## src/rtl/writeback_unit_if.sv

```systemverilog
// Writeback stage bus: memory-stage inputs, decode scoreboard queries, regfile write port.
// The slave side is the writeback unit; the master side drives the stage and decode inputs.
// Outputs are a registered write port plus a combinational stall and a sticky error flag.
interface writeback_unit_if #(
  parameter int WIDTH        = 8,
  parameter int ADDRESSWIDTH = 4,
  parameter int OPCODEWIDTH  = 4
);
  logic                    memValid;
  logic [OPCODEWIDTH-1:0]  memOpcode;
  logic [ADDRESSWIDTH-1:0] memDestination;
  logic [WIDTH-1:0]        aluResult;
  logic [WIDTH-1:0]        memData;
  logic                    issueValid;
  logic [ADDRESSWIDTH-1:0] issueAddress;
  logic [ADDRESSWIDTH-1:0] reg1Address;
  logic [ADDRESSWIDTH-1:0] reg2Address;
  logic                    writeEnable;
  logic [ADDRESSWIDTH-1:0] writeAddress;
  logic [WIDTH-1:0]        dataToSave;
  logic                    stall;
  logic                    scoreboardError;

  modport slave (
    input  memValid, memOpcode, memDestination, aluResult, memData,
    input  issueValid, issueAddress, reg1Address, reg2Address,
    output writeEnable, writeAddress, dataToSave, stall, scoreboardError
  );

  modport master (
    output memValid, memOpcode, memDestination, aluResult, memData,
    output issueValid, issueAddress, reg1Address, reg2Address,
    input  writeEnable, writeAddress, dataToSave, stall, scoreboardError
  );
endinterface

```

## src/rtl/writeback_unit.sv

```systemverilog
// Final pipeline stage: registers the memory-stage result and drives the regfile write port,
// tracking pending writes per register. Latency: one cycle from memory stage to regfile write.
// Backpressure: combinational stall to decode on a read-after-pending-write or a full counter.
module writeback_unit #(
  parameter int                     WIDTH        = 8,
  parameter int                     REGNUM       = 16,
  parameter int                     ADDRESSWIDTH = 4,
  parameter int                     OPCODEWIDTH  = 4,
  parameter logic [OPCODEWIDTH-1:0] LOADOPCODE   = 4'h8,
  parameter logic [OPCODEWIDTH-1:0] STOREOPCODE  = 4'h9
) (
  input logic             clock,
  input logic             reset,
  writeback_unit_if.slave bus
);

  logic                    wb;
  logic [WIDTH-1:0]        sel_data;
  logic                    we_q;
  logic [ADDRESSWIDTH-1:0] wa_q;
  logic [WIDTH-1:0]        wd_q;
  logic                    err_q, err_d;
  logic [1:0]              cnt_q [REGNUM];
  logic [1:0]              cnt_d [REGNUM];
  logic                    commit;
  logic                    issue;
  logic                    stall;

  // Addresses beyond the register file are ignored by the scoreboard.
  function automatic logic in_range(input logic [ADDRESSWIDTH-1:0] a);
    return int'(a) < REGNUM;
  endfunction

  // A register is a hazard while it has pending writes, unless its last pending write
  // commits this cycle: the regfile writes on the falling edge, so decode sees it in time.
  function automatic logic hazard(input logic [ADDRESSWIDTH-1:0] a, input logic [1:0] c,
                                  input logic cm, input logic [ADDRESSWIDTH-1:0] wa);
    return in_range(a) && (c != 2'd0) && !(cm && (wa == a) && (c == 2'd1));
  endfunction

  assign wb       = bus.memValid && (bus.memOpcode < STOREOPCODE);
  assign sel_data = (bus.memOpcode == LOADOPCODE) ? bus.memData : bus.aluResult;
  assign commit   = we_q;
  assign issue    = bus.issueValid && !stall;

  // Decode stall: source hazards, or an issue to a register whose counter is saturated
  // and not being relieved by a same-cycle commit.
  always_comb begin
    stall = 1'b0;
    if (hazard(bus.reg1Address, cnt_q[bus.reg1Address], commit, wa_q)) stall = 1'b1;
    if (hazard(bus.reg2Address, cnt_q[bus.reg2Address], commit, wa_q)) stall = 1'b1;
    if (bus.issueValid && in_range(bus.issueAddress) &&
        (cnt_q[bus.issueAddress] == 2'd3) &&
        !(commit && (wa_q == bus.issueAddress))) stall = 1'b1;
  end

  // Scoreboard next state: issue increments, commit decrements, both together cancel.
  // A commit against an empty counter is a protocol error; the counter stays at zero.
  always_comb begin
    cnt_d = cnt_q;
    err_d = err_q;
    for (int r = 0; r < REGNUM; r++) begin
      if (commit && (wa_q == ADDRESSWIDTH'(r)) && (cnt_q[r] == 2'd0)) err_d = 1'b1;
      if (issue && (bus.issueAddress == ADDRESSWIDTH'(r)) &&
          !(commit && (wa_q == ADDRESSWIDTH'(r))) && (cnt_q[r] != 2'd3))
        cnt_d[r] = cnt_q[r] + 2'd1;
      else if (commit && (wa_q == ADDRESSWIDTH'(r)) &&
               !(issue && (bus.issueAddress == ADDRESSWIDTH'(r))) && (cnt_q[r] != 2'd0))
        cnt_d[r] = cnt_q[r] - 2'd1;
    end
  end

  // Write port and scoreboard state; address/data hold when nothing writes back.
  always_ff @(posedge clock) begin
    if (reset) begin
      we_q  <= 1'b0;
      wa_q  <= '0;
      wd_q  <= '0;
      err_q <= 1'b0;
      for (int r = 0; r < REGNUM; r++) cnt_q[r] <= 2'd0;
    end else begin
      we_q  <= wb;
      if (wb) begin
        wa_q <= bus.memDestination;
        wd_q <= sel_data;
      end
      err_q <= err_d;
      cnt_q <= cnt_d;
    end
  end

  assign bus.writeEnable     = we_q;
  assign bus.writeAddress    = wa_q;
  assign bus.dataToSave      = wd_q;
  assign bus.stall           = stall;
  assign bus.scoreboardError = err_q;

endmodule
```

## src/flat_wrapper.sv

```systemverilog
// flat-port wrapper written by rule: the top's interface ports become plain ports
module writeback_unit_flat 
#(
  parameter int                     WIDTH        = 8,
  parameter int                     REGNUM       = 16,
  parameter int                     ADDRESSWIDTH = 4,
  parameter int                     OPCODEWIDTH  = 4,
  parameter logic [OPCODEWIDTH-1:0] LOADOPCODE   = 4'h8,
  parameter logic [OPCODEWIDTH-1:0] STOREOPCODE  = 4'h9
)
  (clock, reset, bus_memValid, bus_memOpcode, bus_memDestination, bus_aluResult, bus_memData, bus_issueValid, bus_issueAddress, bus_reg1Address, bus_reg2Address, bus_writeEnable, bus_writeAddress, bus_dataToSave, bus_stall, bus_scoreboardError);
  writeback_unit_if #(.WIDTH(WIDTH), .ADDRESSWIDTH(ADDRESSWIDTH), .OPCODEWIDTH(OPCODEWIDTH)) bus_i ();
  input logic clock;
  input logic reset;
  input wire logic [$bits(bus_i.memValid)-1:0] bus_memValid;
  input wire logic [$bits(bus_i.memOpcode)-1:0] bus_memOpcode;
  input wire logic [$bits(bus_i.memDestination)-1:0] bus_memDestination;
  input wire logic [$bits(bus_i.aluResult)-1:0] bus_aluResult;
  input wire logic [$bits(bus_i.memData)-1:0] bus_memData;
  input wire logic [$bits(bus_i.issueValid)-1:0] bus_issueValid;
  input wire logic [$bits(bus_i.issueAddress)-1:0] bus_issueAddress;
  input wire logic [$bits(bus_i.reg1Address)-1:0] bus_reg1Address;
  input wire logic [$bits(bus_i.reg2Address)-1:0] bus_reg2Address;
  output wire logic [$bits(bus_i.writeEnable)-1:0] bus_writeEnable;
  output wire logic [$bits(bus_i.writeAddress)-1:0] bus_writeAddress;
  output wire logic [$bits(bus_i.dataToSave)-1:0] bus_dataToSave;
  output wire logic [$bits(bus_i.stall)-1:0] bus_stall;
  output wire logic [$bits(bus_i.scoreboardError)-1:0] bus_scoreboardError;
  assign bus_i.memValid = bus_memValid;
  assign bus_i.memOpcode = bus_memOpcode;
  assign bus_i.memDestination = bus_memDestination;
  assign bus_i.aluResult = bus_aluResult;
  assign bus_i.memData = bus_memData;
  assign bus_i.issueValid = bus_issueValid;
  assign bus_i.issueAddress = bus_issueAddress;
  assign bus_i.reg1Address = bus_reg1Address;
  assign bus_i.reg2Address = bus_reg2Address;
  assign bus_writeEnable = bus_i.writeEnable;
  assign bus_writeAddress = bus_i.writeAddress;
  assign bus_dataToSave = bus_i.dataToSave;
  assign bus_stall = bus_i.stall;
  assign bus_scoreboardError = bus_i.scoreboardError;
  writeback_unit #(.WIDTH(WIDTH), .REGNUM(REGNUM), .ADDRESSWIDTH(ADDRESSWIDTH), .OPCODEWIDTH(OPCODEWIDTH), .LOADOPCODE(LOADOPCODE), .STOREOPCODE(STOREOPCODE)) u_core (.clock(clock), .reset(reset), .bus(bus_i));
endmodule
```

## config.mk

```make
export PLATFORM = sky130hd
export DESIGN_NAME = writeback_unit_flat
export DESIGN_NICKNAME = d
export VERILOG_FILES = /design/src/rtl/writeback_unit_if.sv /design/src/rtl/writeback_unit.sv /design/src/flat_wrapper.sv
export SDC_FILE = /design/constraint.sdc
export NUM_CORES = 1
export LEC_CHECK = 0
export CAP_MARGIN = 20
export CORE_MARGIN = 2
export CORE_UTILIZATION = 25
export DETAILED_ROUTE_END_ITERATION = 8
export PLACE_DENSITY = 0.5
export SLEW_MARGIN = 20
export SYNTH_ARGS = -nofsm -noshare
export SYNTH_HDL_FRONTEND = slang
export SYNTH_SLANG_ARGS = --single-unit
```

## constraint.sdc

```tcl
create_clock -name clock -period 3.4 [get_ports clock]
set_input_delay 0.51 -clock clock [delete_from_list [all_inputs] [get_ports clock]]
set_output_delay 0.51 -clock clock [all_outputs]
set_load 0.005 [all_outputs]
```

# --- After elaboration in Yosys (flattened, before gate mapping) ---
# Index checks and enable logic that the tools add are counted.
op_classes:
  addsub: 32
  order_cmp: 4
  eq_ne: 53
  mux: 61
  n_bitwise: 3
  n_reduce_logical: 212
ops:
  columns: ["operator", "n"]
  rows:
  - ["logical AND 1 bit", 123]
  - ["2-to-1 mux 2 bit", 38]
  - ["== test 4 bit, second input constant", 17]
  - ["nonzero test 2 bit", 34]
  - ["zero test 1 bit", 36]
  - ["adder 2 x 1 -> 2 bit, second input constant", 16]
  - ["== test 4 x 3 -> 1 bit, second input constant", 8]
  - ["zero test 2 bit", 16]
  - ["!= test 2 bit, second input constant", 16]
  - ["subtractor 2 x 1 -> 2 bit, second input constant", 16]
  - ["binary-select mux 2 bit (select 4 bit)", 3]
  - ["2-to-1 mux 1 bit", 19]
  - ["== test 4 x 2 -> 1 bit, second input constant", 4]
  - ["nonzero test 16 bit", 1]
  - [">= comparator 5 bit, second input constant", 3]
  - ["NOT 4 -> 5 bit", 3]
  - ["== test 4 bit", 3]
  - ["== test 4 x 1 -> 1 bit, second input constant", 2]
  - ["zero test 4 bit", 2]
  - ["2-to-1 mux 8 bit", 1]
  - ["== test 2 x 1 -> 1 bit, second input constant", 2]
  - ["< comparator 4 bit, second input constant", 1]
  - ["== test 2 bit, second input constant", 1]
totals:
  register_bits: 46

# --- Depth between registers and ports, before layout ---
# Gate-level depths: netlist of run 1.
depth:
  word_depth: 19
  mapped_depth: 11
  mapped_depth_nobuf: 8

# --- Worst setup path before layout of run 1 ---
# No wires, ideal clock.
synth_path:
  path_kind: "input to register"
  from: "input port bus_reg1Address[1]"
  to: "register u_core.cnt_q[30] in the netlist's numbering"
  t_arrival_ns: 2.628
  path_slack_ns: 0.651
  path_stages: 10
  cell_sequence: "clkbuf_1 > mux4_2 > nor2b_1 > a211o_1 > nand3_2 > o2111ai_4 > buf_6 > nor4_1 > o21ai_0 > o311a_1"
synth_via:
  elab_chain_cells: 18
synth_lines:
  columns: ["item", "line_no", "source"]
  rows:
  - ["start: declaration", "flat_wrapper.sv:22", "input wire logic [$bits(bus_i.reg1Address)-1:0] bus_reg1Address;"]
  - ["NOT 4 -> 5 bit (not written as such)", "writeback_unit.sv:50", "if (hazard(bus.reg1Address, cnt_q[bus.reg1Address], commit, wa_q)) stall = 1'b1;"]
  - ["binary-select mux 2 bit (select 4 bit)", "writeback_unit.sv:50", null]
  - ["2-to-1 mux 2 bit (not written as such) (2 in series)", "writeback_unit.sv:50", null]
  - ["== test 2 x 1 -> 1 bit", "writeback_unit.sv:38", "return in_range(a) && (c != 2'd0) && !(cm && (wa == a) && (c == 2'd1));"]
  - ["logical AND 1 bit", "writeback_unit.sv:38", null]
  - ["zero test 1 bit", "writeback_unit.sv:38", null]
  - ["logical AND 1 bit *", "writeback_unit.sv:38", null]
  - ["2-to-1 mux 1 bit *", "writeback_unit.sv:50", null]
  - ["2-to-1 mux 1 bit *", "writeback_unit.sv:51", "if (hazard(bus.reg2Address, cnt_q[bus.reg2Address], commit, wa_q)) stall = 1'b1;"]
  - ["2-to-1 mux 1 bit *", "writeback_unit.sv:52", "if (bus.issueValid && in_range(bus.issueAddress) &&"]
  - ["zero test 1 bit *", "writeback_unit.sv:44", "assign issue = bus.issueValid && !stall;"]
  - ["logical AND 1 bit *", "writeback_unit.sv:44", null]
  - ["logical AND 1 bit *", "writeback_unit.sv:64, writeback_unit.sv:68", null]
  - ["zero test 1 bit", "writeback_unit.sv:68", "!(issue && (bus.issueAddress == ADDRESSWIDTH'(r))) && (cnt_q[r] != 2'd0))"]
  - ["logical AND 1 bit", "writeback_unit.sv:67", "else if (commit && (wa_q == ADDRESSWIDTH'(r)) &&"]
  - ["logical AND 1 bit", "writeback_unit.sv:68", null]
  - ["nonzero test 2 bit (no source line)", null, null]
  - ["end signal: assignment", "writeback_unit.sv:88", "cnt_q <= cnt_d;"]
  - ["end: declaration", "writeback_unit.sv:23", "logic [1:0] cnt_q [REGNUM];"]
# Every way passes the cells marked *; elsewhere a longest branch is shown, timed or not. The select of a mux whose other input is x is not followed.
# A chain may end at the register's enable or synchronous reset.

# --- Final worst setup path of run 1 ---
layout_path:
  from: "input port bus_reg2Address[0]"
  to: "output port bus_stall"
layout_via:
  elab_chain_cells: 10
layout_lines:
  columns: ["item", "line_no", "source"]
  rows:
  - ["start: declaration", "flat_wrapper.sv:23", "input wire logic [$bits(bus_i.reg2Address)-1:0] bus_reg2Address;"]
  - ["NOT 4 -> 5 bit (not written as such)", "writeback_unit.sv:51", null]
  - ["binary-select mux 2 bit (select 4 bit)", "writeback_unit.sv:51", null]
  - ["2-to-1 mux 2 bit (not written as such) (2 in series)", "writeback_unit.sv:51", null]
  - ["== test 2 x 1 -> 1 bit", "writeback_unit.sv:38", null]
  - ["logical AND 1 bit", "writeback_unit.sv:38", null]
  - ["zero test 1 bit", "writeback_unit.sv:38", null]
  - ["logical AND 1 bit *", "writeback_unit.sv:38", null]
  - ["2-to-1 mux 1 bit *", "writeback_unit.sv:51", null]
  - ["2-to-1 mux 1 bit *", "writeback_unit.sv:52", null]
  - ["end: declaration", "flat_wrapper.sv:27", "output wire logic [$bits(bus_i.stall)-1:0] bus_stall;"]
# Marked as above.

==> results.ini, run 1 <==
[clocking]
cts.clk_slew.worst_paths_ns=0.07
cts-root-buf=clkbuf_16
cts_made_buffers=5
cts_sinks=46
cts-htree-levels=2
cts_tree=done
hold_buffers=0
clock_path_buffers=2
clk_latency_ns=0.30

[final_layout]
utilization_pct=32.5
syn_to_final_growth_pct=27.0
nets=584
drive_above_1_share_pct=15.0
layout.cells.non_filler=733
multiInputGateArea_mm2=0.00272
num_antenna_cells=0
final_area_mm2=0.00494
num-fill-cells=1591
layout_common_cells=clkdlybuf4s50_1 (49), dfxtp_1 (46), nor2_1 (42), nand2_1 (40), buf_4 (33)
regArea_um2=921
layout_commonest_cell=clkdlybuf4s50_1

[drt]
via_per_inst=5.49
wl_um=13300
ant_nets=0
drt_drc_violations_left=0
drt_iter0_drc=271
dr.pass1.iters=5
post_drt_wl_per_cell_um=18.1
vias=4022

[global_routing]
antenna_found_initial=0
grt_pass1_vias=4045
grtUsageTotal_pct=16.7
grt_overflow=0
grt_pass1_wl_um=21700
grt_max_degree=37

[setup_path]
crit_family=buffers and inverters
crit_slowest_cell=clkdlybuf4s50_1
path_buf_inv=3
arrival_ns=2.71
endpoint_kind=output pin
cp_max_fo=6
worstPathRequired_ns=2.89
cp-start-kind=input pin
criticalPathCategory=in2out
cp_cell_sequence=clkdlybuf4s50_1 > buf_6 > mux4_2 > nor2b_1 > a211o_1 > nand3_2 > o2111ai_4 > a21o_1 > dlygate4sd2_1
cp_slowest_stage_delay_ns=0.48

[place]
portBuffers=54
post_dp_cell_area_mm2=0.00476
dp_slack_ns=-0.0935
hpwl_um=10200
dp_cells=725
place_congestion=0.915

[floorplan]
start_util_pct=25.6
die_height_um=129
rows=45
fp.dieW_um=129
die_area_mm2=0.0166
ios=55
core_area_mm2=0.0152

[synthesis]
synthCells=490
syn_area_mm2=0.00389
async_flop_share_pct=0
syn_nets=530
yosysWarnings=0
synth_edf_count=0
ys_seq_area_share_pct=23.7
synth_cell_types=69
synth.avg_cell_area_um2=7.93
synth_flop_cell=dfxtp_1
synth_seq_cells=46

[min_path]
hold_path.class=reg2reg

[run_status]
status=finished clean

[sta]
clock_skew_ns=0.00621
fmaxAchievable_mhz=311
rsz0062_at_grt=false
maxSlewHeadroom_pct=45.1
finalMaxSlewViolations=0
whs_ns=0.497
period_share_pct=94.7
setup_violations=0
fin_setup_tns_ns=0
max_slew.worst_pin.slew_ns=0.821
setup_ws_ns=0.182
hold_viol_final=0
period_minus_slack_ns=3.22

[power_and_ir_drop]
total_power_mw=1.46
p_leak_nw=1.65
irDropWorstVdd_mv=0.189
power_density_mw_per_mm2=297

[run]
maxCapViolations=0

-- state kept, by name, summed over array words and instances, names as in the netlist --
name                        cells
u_core.cnt_q                   32
u_core.bus.dataToSave           8
u_core.bus.scoreboardError      1
u_core.bus.writeEnable          1
u_core.bus.writeAddress         4
-- layer usage --
layer | GRT usage, % | part of all wire, % | up-vias
li1 | - | - | 1945
met1 | 22.0 | 45 | 1955
met2 | 27.7 | 49 | 103
met3 | 2.45 | 4.5 | 19
met4 | 6.07 | 2.2 | 0
met5 | 0 | 0 | -
-- synthesized netlist by cell type, types with 3 or more instances --
master	count	area (um2)
a31oi_1	3	18.8
mux4_2	14	315
buf_1	4	15.0
a21oi_1	21	105
nand3_1	22	110
and2_1	6	37.5
nand3b_1	4	30.0
a211oi_1	8	60.1
o22ai_1	5	31.3
xor2_1	9	78.8
nor2b_1	12	75.1
and3_1	5	31.3
mux2i_1	24	240
o211ai_1	4	30.0
inv_1	10	37.5
o31ai_1	3	22.5
nor3_2	5	50.1
dfxtp_1	46	921
mux2_2	3	33.8
o21ai_0	30	150
nand2b_1	8	50.1
buf_6	5	56.3
nand4_1	3	18.8
buf_2	7	35.0
o2111ai_1	11	96.3
a211o_1	5	43.8
and3b_1	3	26.3
nor2_1	42	158
o21bai_1	5	37.5
nor3_1	27	135
o21ai_1	3	15.0
nor3b_1	8	60.1
o311a_1	4	40.0
clkbuf_1	28	105
xnor2_1	4	35.0
nand2_1	40	150
nor4_1	5	31.3
-- what timing repair did --
item                       CTS  global route
setup endpoints to repair    1             0
resized for setup            6             0
buffers inserted             0             0
-- final cells by class --
type / instances / area share, %
Timing Repair Buffer: 91 / 17.2
Tap cell: 188 / 4.76
Sequential cell: 46 / 18.7
Clock inverter: 3 / 0.963
Inverter: 10 / 0.760
Clock buffer: 5 / 2.53
Multi-Input combinational cell: 390 / 55.1
-- tightest hold or removal path, stage by stage, from the launching register on --
cell      delay [ns]
dfxtp_1         0.31
nor2_1          0.09
a211oi_1        0.05
-- logic make-up after synthesis --
logic type	synth area share, %
simple gates	28.9
xor+xnor	2.93
mux	15.2
flops	23.7
buf+inv	6.40
compound gates	22.9
-- power by group --
group	leakage [nW]	internal, mW	switching, mW
registers	0.373	0.552	0.0194
logic	1.20	0.152	0.148
clock network	0.0848	0.353	0.240
total	1.65	1.06	0.408
-- worst paths after layout --
check                                 from                       end  slack, ns  cells past startpoint
setup reg to reg           u_core.cnt_q[3]           u_core.cnt_q[8]       0.60                     11
hold reg to reg   u_core.bus.dataToSave[0]  u_core.bus.dataToSave[0]       0.50                      2
hold / removal    u_core.bus.dataToSave[0]  u_core.bus.dataToSave[0]       0.50                      2
setup / recovery        bus_reg2Address[0]                 bus_stall       0.18                      9
Note: power is estimated with default switching activity, not from simulation.
==> run 2: changes to the inputs <==
CORE_MARGIN = not set   (was 2)
==> run 2 against run 1 <==
Against the previous run:
- critical endpoint unchanged
- register-to-register slack better by 0.08 ns
- maximum frequency is 1.5% lower
- core utilization is 0.18 points lower
- sequential cell count stayed put
- largest power group is now registers
==> results.ini, run 2 (synthesis gave the netlist of run 1 again) <==
[run]
maxCapViolations=0  ; unchanged

[setup_path]
worstPathRequired_ns=2.89  ; about the same
crit_slowest_cell=clkdlybuf4s50_1
criticalPathCategory=in2out
crit_top_cell=clkdlybuf4s50_1
arrival_ns=2.76  ; +0.05 ns
crit_family=buffers and inverters
r2r_slack_ns=0.68  ; +0.08 ns
cp_cell_sequence=clkdlybuf4s50_1 > or3b_2 > o22ai_2 > a31oi_1 > and3b_1 > o2111ai_4 > a21o_1 > clkdlybuf4s50_1
endpoint_kind=output pin
cp-start-kind=input pin
path_buf_inv=2  ; -1
cp_max_fo=5  ; -1
cp_slowest_stage_delay_ns=0.51  ; +0.03 ns

[clocking]
cts_sinks=46  ; unchanged
hold_buffers=0  ; unchanged
cts-root-buf=clkbuf_16
cts-htree-levels=2  ; unchanged
cts_tree=done
cts_made_buffers=5  ; unchanged
clk_latency_ns=0.30  ; about the same
clock_path_buffers=2  ; unchanged
cts.clk_slew.worst_paths_ns=0.07  ; about the same

[final_layout]
num_antenna_cells=0  ; unchanged
registers.top_by_ff_count=u_core.cnt_q
nets=586  ; +0.34%
drive_above_1_share_pct=15.4  ; +0.31 points
layout_commonest_cell=clkdlybuf4s50_1
layout_common_cells=clkdlybuf4s50_1 (47), dfxtp_1 (46), nor2_1 (42), nand2_1 (40), buf_4 (37)
largest_reg_flops=32  ; unchanged
syn_to_final_growth_pct=26.3
num-fill-cells=1621  ; +1.9%
layout.cells.non_filler=735  ; +0.27%

[global_routing]
grtUsageTotal_pct=16.6  ; -0.057 points
grt_overflow=0  ; unchanged
antenna_found_initial=0  ; unchanged
grt_max_degree=36  ; -2.7%
grt_pass1_wl_um=20800  ; -4.6%
grt_pass1_vias=3787  ; -6.4%

[drt]
drt_iter0_drc=302  ; +11%
dr.pass1.iters=5  ; unchanged
ant_nets=0  ; unchanged
post_drt_wl_per_cell_um=17.9  ; -1.1%
vias=4015  ; -0.17%
drt_drc_violations_left=0  ; unchanged
wl_um=13200  ; -0.87%
via_per_inst=5.46  ; -0.45%

[sta]
fin_setup_tns_ns=0  ; unchanged
setup_ws_ns=0.132  ; -0.0497 ns
clock_skew_ns=0.00923  ; +0.00302 ns
finalMaxSlewViolations=0  ; unchanged
hold_viol_final=0  ; unchanged
maxSlewHeadroom_pct=61.1  ; +16 points
fmaxAchievable_mhz=306  ; -1.5%
max_slew.worst_pin.slew_ns=0.583  ; -0.237 ns
period_minus_slack_ns=3.27  ; +0.0497 ns
setup_violations=0  ; unchanged
period_share_pct=96.1  ; +1.5 points
rsz0062_at_grt=false
whs_ns=0.500  ; +0.00235 ns

[run_status]
status=finished clean

[floorplan]
core_area_mm2=0.0152  ; unchanged
rows=45  ; unchanged
die_area_mm2=0.0161  ; -3.1%
die_height_um=127  ; -1.6%
start_util_pct=25.6  ; unchanged
fp.dieW_um=127  ; -1.6%
ios=55  ; unchanged

[place]
dp_cells=727  ; +0.28%
place_congestion=0.898  ; -1.8%
dp_slack_ns=-0.0882  ; +0.00529 ns
hpwl_um=10000  ; -2.0%
portBuffers=54  ; unchanged

[power_and_ir_drop]
total_power_mw=1.39  ; -5.2%
irDropWorstVdd_mv=0.165  ; -13%
p_leak_nw=1.66  ; +0.31%
power_density_mw_per_mm2=283  ; -4.6%

[min_path]
hold_path.class=reg2reg

-- run 2: path summary, 6_finish.rpt --
check                                              start                       end  depth (start not counted)
worst min register to register  u_core.bus.dataToSave[0]  u_core.bus.dataToSave[0]                          2
worst max register to register           u_core.cnt_q[3]          u_core.cnt_q[30]                          9
worst min-delay path            u_core.bus.dataToSave[0]  u_core.bus.dataToSave[0]                          2
worst max-delay path                  bus_reg1Address[3]                 bus_stall                          8
-- run 2: worst reg2reg max path: stages (launching register included) --
cell and delay [ns]:
dfxtp_1 0.41, mux4_2 0.50, and3b_1 0.21, nor3_2 0.08
and3b_1 0.23, o2111ai_4 0.17, buf_4 0.24, o31a_1 0.33
and2_1 0.16, o311a_1 0.27
-- run 2: timing repair --
| action | in CTS | in global routing |
|---|---|---|
| setup buffers | 0 | 0 |
| endpoints found under the setup margin | 1 | 1 |
| gates resized for setup | 7 | 1 |
| gates cloned | 0 | 0 |
-- run 2: layer usage --
layer | wire (um) | track usage [%] | up-vias | part of all wire, %
met1 | 6000 | 21.5 | 1931 | 46
li1 | - | - | 1943 | -
met2 | 6250 | 28.0 | 116 | 47
met3 | 593 | 2.49 | 25 | 4.5
met4 | 314 | 6.23 | 0 | 2.4
met5 | 0 | 0 | - | 0
-- run 2: through the flow --
step | utilization, % | cell area (um2)
after CTS | 32.3 | 4910
after detailed placement | 31.3 | 4750
after global routing | 32.3 | 4910
final | 32.3 | 4910
after floorplan | - | 3890
after global placement | 31.3 | 4750
-- run 2: layout make-up --
cell class	count	area, um2	area share [%]
inverter	10	37.5	0.765
clock inverter	2	12.5	0.255
timing repair buffer	93	841	17.1
clock buffer	6	139	2.83
tap	188	235	4.79
multi-input combinational	390	2720	55.5
sequential	46	921	18.8
-- run 2: where the power goes --
group          switching [mW]  internal, mW
logic                   0.144         0.145
clock network           0.233         0.292
registers              0.0234         0.552
total                   0.400         0.989
==> run 3: changes to the inputs <==
clock period = 3.1 ns   (was 3.4 ns; I/O delays follow)
==> run 3 against run 2 <==
Against the previous run:
- via count rose by 1.8%
- non-clock buffer count rose by 16
- final area rose by 2.9%
- critical path depth rose by 1
- final cell count rose by 2.2%
- highest routed layer unchanged
- worst setup slack got worse by 0.070 ns
==> results.ini, run 3 (synthesis gave the netlist of run 1 again) <==
[run_status]
status=finished clean

[drt]
highest_layer=met4
via_per_inst=5.44  ; -0.33%
wl_um=13500  ; +2.6%
wl_met3_um=692  ; +17%
ant_nets=0  ; unchanged
post_drt_wl_per_cell_um=18.0  ; +0.41%
drt_drc_violations_left=0  ; unchanged
drt-met1-wl_um=6090  ; +1.6%
vias=4089  ; +1.8%
drt_iter0_drc=269  ; -11%
dr.pass1.iters=5  ; unchanged
met2WireLength_um=6450  ; +3.3%

[sta]
maxSlewHeadroom_pct=58.4  ; -2.6 points
period_share_pct=98.0
rsz0062_at_grt=false
finalMaxSlewViolations=0  ; unchanged
max_slew.worst_pin.slew_ns=0.624  ; +0.0404 ns
period_minus_slack_ns=3.04
hold_viol_final=0  ; unchanged
clock_skew_ns=0.00604  ; -0.00320 ns
setup_violations=0  ; unchanged
fmaxAchievable_mhz=329
setup_ws_ns=0.0620  ; -0.0701 ns
fin_setup_tns_ns=0  ; unchanged

[clocking]
cts-htree-levels=2  ; unchanged
cts_tree=done
cts-root-buf=clkbuf_16
post_cts_buffers=0  ; unchanged
hold_buffers=0  ; unchanged
cts_made_buffers=5  ; unchanged
clk_latency_ns=0.30  ; about the same
cts_sinks=46  ; unchanged
cts.clk_slew.worst_paths_ns=0.07  ; about the same
clock_path_buffers=2  ; unchanged

[final_layout]
layout_commonest_cell=buf_4
final_area_mm2=0.00505  ; +2.9%
num_antenna_cells=0  ; unchanged
registers.top_by_ff_count=u_core.cnt_q
syn_to_final_growth_pct=30.0
num-fill-cells=1608  ; -0.80%
nets=602  ; +2.7%
largest_reg_flops=32  ; unchanged
layout_common_cells=buf_4 (53), clkdlybuf4s50_1 (45), dfxtp_1 (44), nor2_1 (41), nand2_1 (40)
drive_above_1_share_pct=19.2  ; +3.8 points

[floorplan]
die_height_um=127  ; unchanged
fp.dieW_um=127  ; unchanged
die_area_mm2=0.0161  ; unchanged
core_area_mm2=0.0152  ; unchanged
ios=55  ; unchanged
rows=45  ; unchanged
start_util_pct=25.6  ; unchanged

[setup_path]
cp_max_fo=7  ; +2
arrival_ns=2.57  ; -0.19 ns
endpoint_kind=output pin
cp_slowest_stage_delay_ns=0.50  ; about the same
crit_slowest_cell=clkdlybuf4s50_1
cp-start-kind=input pin
worstPathRequired_ns=2.63  ; -0.26 ns
crit_family=buffers and inverters
path_buf_inv=3  ; +1
cp_cell_sequence=clkdlybuf4s15_2 > buf_4 > or3b_2 > o22ai_2 > a31oi_1 > and3b_1 > o2111ai_4 > a21o_1 > clkdlybuf4s50_1
criticalPathCategory=in2out
r2r_slack_ns=0.42  ; -0.26 ns

[place]
dp_slack_ns=-0.284  ; -0.196 ns
place_congestion=0.874  ; -2.7%
portBuffers=54  ; unchanged
post_dp_cell_area_mm2=0.00488  ; +2.8%
hpwl_um=10600  ; +5.6%

[power_and_ir_drop]
power_density_mw_per_mm2=315  ; +11%
irDropWorstVdd_mv=0.192  ; +16%
total_power_mw=1.59  ; +15%
p_leak_nw=1.76  ; +5.9%

[run]
maxCapViolations=0  ; unchanged

[global_routing]
grt_overflow=0  ; unchanged
grtUsageTotal_pct=17.5  ; +0.85 points
antenna_found_initial=0  ; unchanged
grt_pass1_wl_um=21400  ; +3.3%
grt_pass1_vias=3870  ; +2.2%
grt_max_degree=30  ; -17%

[min_path]
hold_path.class=reg2reg

==> run 3: routing by layer <==
layer	vias to the layer above	GRT usage, %
met5	-	0
met4	0	5.46
met3	17	3.46
met2	132	29.5
met1	1955	22.3
li1	1985	-
==> run 3: worst paths after layout <==
kind | from | end | cells past startpoint
worst min register to register | u_core.bus.dataToSave[4] | u_core.bus.dataToSave[4] | 2
worst max register to register | u_core.cnt_q[5] | u_core.cnt_q[30] | 9
worst min-delay path | u_core.bus.dataToSave[4] | u_core.bus.dataToSave[4] | 2
worst max-delay path | bus_reg1Address[0] | bus_stall | 9
==> run 3: power breakdown <==
part	internal (mW)	switching (mW)
combinational	0.168	0.162
clock	0.378	0.254
sequential	0.605	0.0221
total	1.15	0.438
==> run 3: area by class of cell <==
cell class	instances	area (um2)	area share, %
clock buffers	5	125	2.48
clock inverters	3	40.0	0.792
inverters	10	37.5	0.743
multi-input cells	390	2730	54.0
flip-flops and latches	46	923	18.3
well taps	188	235	4.65
repair buffers	109	962	19.0
==> run 3: metrics by stage <==
stage               hold WS (ns)  cells  utilization [%]
finish                     0.497    751             33.2
global route               0.518    751             33.2
CTS                        0.502    751             33.3
detailed placement         0.492    743             32.1
global placement           0.485    743             32.1
floorplan                  0.482    490                -
==> run 3: timing repair <==
item,CTS,global route
gates resized for setup,11,10
endpoints found under the setup margin,1,1
cloned,0,0
==> run 3: worst register-to-register path: cells and delay by family (launching register included) <==
family | cells | cell delay (ns)
AOI/OAI and AO/OA | 5 | 1.01
buffers and inverters | 1 | 0.25
DFF | 1 | 0.40
muxes | 1 | 0.50
and+or+nand+nor | 2 | 0.42
